[src/rtl/tstamp_pkg.sv]
// Shared constants and helpers for the timestamp capture block.
// Defaults are sized for a 1000:1 prescaled 32-bit time base.
package tstamp_pkg;

  localparam int R_MAIN_TO_LOW = 1000;
  localparam int TW            = 32;
  localparam int DEPTH         = 8;
  localparam int DW            = 16;

  typedef logic [TW-1:0] tstamp_t;

  // Occupancy needs one extra bit so that a full FIFO (level == depth) is representable.
  function automatic int level_width(input int d);
    return $clog2(d) + 1;
  endfunction

endpackage

[src/rtl/tstamp_fifo.sv]
// First-word-fall-through FIFO with a registered head and an occupancy counter.
// A push into a full FIFO is accepted only when a pop frees the head slot in the same cycle.
module tstamp_fifo
  import tstamp_pkg::*;
#(
  parameter int depth = DEPTH,
  parameter int width = TW
) (
  input  logic                          clk_main,
  input  logic                          clr_n,
  input  logic                          push,
  input  logic [width-1:0]              push_data,
  input  logic                          pop,
  output logic [width-1:0]              head_data,
  output logic                          head_valid,
  output logic                          full,
  output logic [level_width(depth)-1:0] level
);

  localparam int AW = $clog2(depth);
  localparam int LW = level_width(depth);

  logic [width-1:0] r_mem [depth];
  logic [AW-1:0]    r_wr_ptr;
  logic [AW-1:0]    r_rd_ptr;
  logic [LW-1:0]    r_level;
  logic [width-1:0] r_head;
  logic             r_valid;

  logic             w_full;
  logic             w_pop;
  logic             w_push;
  logic [AW-1:0]    w_rd_inc;
  logic [LW-1:0]    w_level_next;
  logic [width-1:0] w_head_next;
  logic             w_valid_next;

  assign w_full   = (r_level == LW'(depth));
  assign w_pop    = pop & r_valid;
  assign w_push   = push & (~w_full | w_pop);
  assign w_rd_inc = r_rd_ptr + AW'(1);

  // occupancy update from the accepted push/pop pair
  always_comb begin
    w_level_next = r_level;
    case ({w_push, w_pop})
      2'b10:   w_level_next = r_level + LW'(1);
      2'b01:   w_level_next = r_level - LW'(1);
      default: w_level_next = r_level;
    endcase
  end

  // next head: the slot behind the popped one, or the incoming word when it lands on an empty head
  always_comb begin
    w_head_next  = r_head;
    w_valid_next = r_valid;
    if (w_pop) begin
      if (r_level > LW'(1)) begin
        w_head_next = r_mem[w_rd_inc];
      end else if (w_push) begin
        w_head_next = push_data;
      end else begin
        w_valid_next = 1'b0;
      end
    end else if (!r_valid && w_push) begin
      w_head_next  = push_data;
      w_valid_next = 1'b1;
    end else begin
      w_head_next = r_head;
    end
  end

  // storage, pointers, occupancy and registered head
  always_ff @(posedge clk_main or negedge clr_n) begin
    if (!clr_n) begin
      for (int i = 0; i < depth; i++) begin
        r_mem[i] <= {width{1'b0}};
      end
      r_wr_ptr <= {AW{1'b0}};
      r_rd_ptr <= {AW{1'b0}};
      r_level  <= {LW{1'b0}};
      r_head   <= {width{1'b0}};
      r_valid  <= 1'b0;
    end else begin
      if (w_push) begin
        r_mem[r_wr_ptr] <= push_data;
        r_wr_ptr        <= r_wr_ptr + AW'(1);
      end
      if (w_pop) begin
        r_rd_ptr <= w_rd_inc;
      end
      r_level <= w_level_next;
      r_head  <= w_head_next;
      r_valid <= w_valid_next;
    end
  end

  assign head_data  = r_head;
  assign head_valid = r_valid;
  assign full       = w_full;
  assign level      = r_level;

endmodule

[src/rtl/tstamp_capture.sv]
// Latches a prescaled free-running time on each rising edge of the extended pulse
// and queues it for readout, counting events lost to a full queue.
module tstamp_capture
  import tstamp_pkg::*;
#(
  parameter int r_main_to_low = R_MAIN_TO_LOW,
  parameter int tw            = TW,
  parameter int depth         = DEPTH,
  parameter int dw            = DW
) (
  input  logic                          clk_main,
  input  logic                          clr_n,
  input  logic                          tstamp_in,
  input  logic                          clear_ovf,
  output logic [tw-1:0]                 ts_data,
  output logic                          ts_valid,
  input  logic                          ts_ready,
  output logic [level_width(depth)-1:0] fifo_level,
  output logic                          ovf,
  output logic [dw-1:0]                 drop_cnt,
  output logic [tw-1:0]                 time_now
);

  localparam int PW = (r_main_to_low > 1) ? $clog2(r_main_to_low) : 1;

  logic [PW-1:0] r_pre_cnt;
  logic [tw-1:0] r_time;
  logic          r_tin_d;
  logic          r_ovf;
  logic [dw-1:0] r_drop_cnt;

  logic          w_tick;
  logic          w_edge;
  logic          w_full;
  logic          w_valid;
  logic          w_pop;
  logic          w_drop;
  logic          w_drop_sat;

  // with a ratio of 1 the counter stays at zero and ticks every cycle
  assign w_tick     = (r_pre_cnt == PW'(r_main_to_low - 1));
  assign w_edge     = tstamp_in & ~r_tin_d;
  assign w_pop      = w_valid & ts_ready;
  assign w_drop     = w_edge & w_full & ~w_pop;
  assign w_drop_sat = &r_drop_cnt;

  // prescaler, time base and edge-detect delay
  always_ff @(posedge clk_main or negedge clr_n) begin
    if (!clr_n) begin
      r_pre_cnt <= {PW{1'b0}};
      r_time    <= {tw{1'b0}};
      r_tin_d   <= 1'b0;
    end else begin
      if (w_tick) begin
        r_pre_cnt <= {PW{1'b0}};
        r_time    <= r_time + tw'(1);
      end else begin
        r_pre_cnt <= r_pre_cnt + PW'(1);
      end
      r_tin_d <= tstamp_in;
    end
  end

  // overflow flag and drop counter; a drop in the clearing cycle restarts the count at one
  always_ff @(posedge clk_main or negedge clr_n) begin
    if (!clr_n) begin
      r_ovf      <= 1'b0;
      r_drop_cnt <= {dw{1'b0}};
    end else if (w_drop) begin
      r_ovf <= 1'b1;
      if (clear_ovf) begin
        r_drop_cnt <= dw'(1);
      end else if (!w_drop_sat) begin
        r_drop_cnt <= r_drop_cnt + dw'(1);
      end
    end else if (clear_ovf) begin
      r_ovf      <= 1'b0;
      r_drop_cnt <= {dw{1'b0}};
    end
  end

  tstamp_fifo #(
    .depth (depth),
    .width (tw)
  ) u_fifo (
    .clk_main   (clk_main),
    .clr_n      (clr_n),
    .push       (w_edge),
    .push_data  (r_time),
    .pop        (ts_ready),
    .head_data  (ts_data),
    .head_valid (w_valid),
    .full       (w_full),
    .level      (fifo_level)
  );

  assign ts_valid = w_valid;
  assign ovf      = r_ovf;
  assign drop_cnt = r_drop_cnt;
  assign time_now = r_time;

endmodule

[config.mk]
export PLATFORM = sky130hd
export DESIGN_NAME = tstamp_capture
export DESIGN_NICKNAME = d
export VERILOG_FILES = /design/src/rtl/tstamp_pkg.sv /design/src/rtl/tstamp_fifo.sv /design/src/rtl/tstamp_capture.sv
export SDC_FILE = /design/constraint.sdc
export NUM_CORES = 1
export LEC_CHECK = 0
export CORE_MARGIN = 2
export CORE_UTILIZATION = 26
export CTS_CLUSTER_DIAMETER = 80
export DETAILED_ROUTE_END_ITERATION = 12
export PLACE_DENSITY = 0.38
export SLEW_MARGIN = 40
export SYNTH_ARGS = -nofsm -noshare
export SYNTH_HDL_FRONTEND = slang
export SYNTH_SLANG_ARGS = --single-unit
[constraint.sdc]
create_clock -name clk_main -period 2.6 [get_ports clk_main]
set_input_delay 0.52 -clock clk_main [delete_from_list [all_inputs] [get_ports clk_main]]
set_output_delay 0.52 -clock clk_main [all_outputs]
set_load 0.03 [all_outputs]
==> metrics.txt <==
Hold Vio Cnt, Final 0; slowest library cell on the worst path clkdlybuf4s50_1; syn avg cell area 12.6 µm²; WP data arrival 1.99 ns; CP endpoint time_now[30]; fillers 6354; number of clock sinks 359; largest net degree at the start of global routing 86; kind of critical path flop to output pin; IO buf count 90; fin. max-slew vios 0; RSZ-0062 raised after global routing false; start point of the critical path time_now[30]; global placer's final weighted congestion 0.720; drt pass-1 iters 5; chip height 256 µm; P_leak 9.51 nW; Nets 1433; final setup margin 0.0927 ns; clk buf depth 3; DRC Markers 0; Worst-Margin Slew 0.642 ns; mux share of post-synthesis cell area 0.255; Final ANT Viol Nets 0; worst endpoint required time 2.08 ns; synthesis-stage register bit count 359; main combinational cell family by area after synthesis multiplexers; total power 19.9 mW; FF-to-FF setup slack 0.15 ns; DP HPWL 28900 µm; Max-slew headroom 0.572; status completed; clock-pin slew on the worst setup and hold paths 0.06 ns; share of cells above drive strength 1 0.296; biggest cell delay along the critical path 0.77 ns; die width 256 µm; Post-Syn Instances 1305; post-synthesis sequential area ratio 0.545; f_max 399 MHz; area share of and/or/nand/nor cells after synthesis 0.0766; Setup crit start kind flop; kind of cell adding the most delay to the critical path buffers and inverters; gr usage total 0.147; CTS tree done; CP Capture Type output pin; fin crit share 0.964; Yosys top cell by area dfrtp_1; drt first-iter violations 564; share of the synthesized area in the top cell type 0.545; CP Depth 1; Vias 10700; Root Buffer clkbuf_16; worst reg2reg startpoint u_fifo.level[1]; worst min path class input port to flop; post-synth net total 1320; RR Endpoint u_fifo.r_mem[1]; Worst Reg-to-Reg Cells 9; first-pass GRT wire length 74400 µm; H-tree depth 2; maximum vdd drop 0.000873 V; I/O pin cnt 91; Vias per Instance 4.64; Final Skew 0.0126 ns; ranking of synthesized cells by area dfrtp_1, mux2_2, mux2i_1; Buf/Inv on CP 1; Setup TNS 0 ns; grt ovf 0; Area growth syn-to-layout 23.7%; Synth Cell Area 16500 µm²; post-synthesis adder-cell area fraction 0.00760; Initial Util 0.262; Rows 92; Tmin final 2.51 ns; Synth Flop Type dfrtp_1; die area 65400 µm²; drt total wl 47400 µm; critical path, cell by cell clkdlybuf4s50_1; initial antenna violation count 0; Synth Area in XOR/XNOR 0.0314; Post-synth EDFFs 0; Setup WS pre-CTS -0.228 ns; Max-cap violations 0; Synth Warn # 0; Worst-Skew Late Latency 0.57 ns; wire per inst 20.6 µm; total core area 62900 µm²; post-synth cell types 49; P per Cell Area 976 nW/µm²; CTS buffer count 45; Critical Path Fanout Max 12; Synth Area in Compound Gates 0.0514; async set-reset flop share out of synthesis 1.00; Setup Viol. Count Final 0; Min Hold Slack 0.422 ns; vias in the first global route 11400
==> where the power goes <==
part           internal [mW]  total (mW)  switching, mW  leakage [nW]
Sequential              5.95        6.29          0.347          4.90
Clock                   3.64        6.11           2.47         0.704
Combinational           3.06        7.49           4.44          3.90
==> synthesized netlist by cell type (3+ instances only) <==
cell	number
nand4b_1	3
a22oi_1	64
nor2_1	61
a31oi_1	33
buf_2	29
o21ai_0	4
nor2b_1	4
a21oi_1	9
a211oi_1	4
buf_4	6
nor3_1	6
dfrtp_1	359
and3_1	16
mux2_1	6
and4_1	5
buf_1	3
nand4_1	12
and2_1	3
nand2b_1	3
nand3_1	54
clkbuf_1	68
ha_1	10
xor2_1	12
xnor2_1	47
mux2_2	252
nor4_1	8
nand2_1	64
buf_6	4
mux2i_1	130
inv_1	7
==> cells in the final DEF (no fill, tap or decap), types with 13 or more instances in the layout <==
cell / netlist / final
and3_1: 16 / 16
xnor2_1: 47 / 47
nand3_1: 54 / 53
nand2_1: 64 / 63
clkbuf_16: 0 / 45
buf_12: 0 / 22
nor2_1: 61 / 59
dfrtp_1: 359 / 352
mux2_2: 252 / 252
clkbuf_8: 0 / 13
clkdlybuf4s50_1: 0 / 87
mux2i_1: 130 / 130
a31oi_1: 33 / 33
a22oi_1: 64 / 64
buf_4: 6 / 60
==> worst min path at each step <==
stage	start	to	slack, ns	depth (start not counted)
floorplan	clr_n	drop_cnt[0]	0.22	0
finish	tstamp_in	r_tin_d	0.42	1
CTS	tstamp_in	r_tin_d	0.38	1
detailed placement	clr_n	u_fifo.head_data[6]	0.46	1
global placement	clr_n	u_fifo.level[0]	0.45	1
global route	tstamp_in	r_tin_d	0.41	1
==> layer usage <==
metal  share of wire  up-vias  global-route usage
met1            0.49     5531               0.207
met3           0.034       74              0.0236
met2            0.45      156               0.231
li1                -     4899                   -
met4           0.026        0              0.0476
met5               0        -                   0
==> cell type report <==
type / instances / area, µm² / share of cell area
Antenna cell: 1 / 2.50 / 0.000123
Clock buffer: 69 / 1350 / 0.0660
Clock inverter: 9 / 80.1 / 0.00393
Inverter: 8 / 31.3 / 0.00153
Multi-Input combinational cell: 828 / 7010 / 0.344
Sequential cell: 359 / 8990 / 0.441
Tap cell: 846 / 1060 / 0.0519
Timing Repair Buffer: 176 / 1870 / 0.0915
==> timing repair <==
action                     CTS  global route
setup endpoints to repair    7            30
hold endpoints to repair    36             0
buffers inserted             0             1
hold buffers                 1             0
resized for setup            7             2
==> registers in the layout, indices dropped and copies added (netlist names) <==
| register | cells |
|---|---|
| drop_cnt | 16 |
| ovf | 1 |
| r_pre_cnt | 10 |
| r_tin_d | 1 |
| time_now | 32 |
| u_fifo.head_data | 32 |
| u_fifo.head_valid | 1 |
| u_fifo.level | 4 |
| u_fifo.r_mem | 256 |
| u_fifo.r_rd_ptr | 3 |
| u_fifo.r_wr_ptr | 3 |
==> cells by family after synthesis <==
group,Yosys count
AOI/OAI and AO/OA,121
xor gates and xnor gates,59
adders and majority gates,10
buffers and inverters,118
DFF,359
muxes,388
and+or+nand+nor,250
==> metrics by stage <==
step | utilization | cell area (µm²) | cells
after global routing | 0.324 | 20400 | 2295
after detailed placement | 0.301 | 18900 | 2215
after floorplan | - | 16500 | 1305
final | 0.324 | 20400 | 2296
after CTS | 0.324 | 20400 | 2294
after global placement | 0.300 | 18900 | 2212
Power figures use the tool's default switching activity.
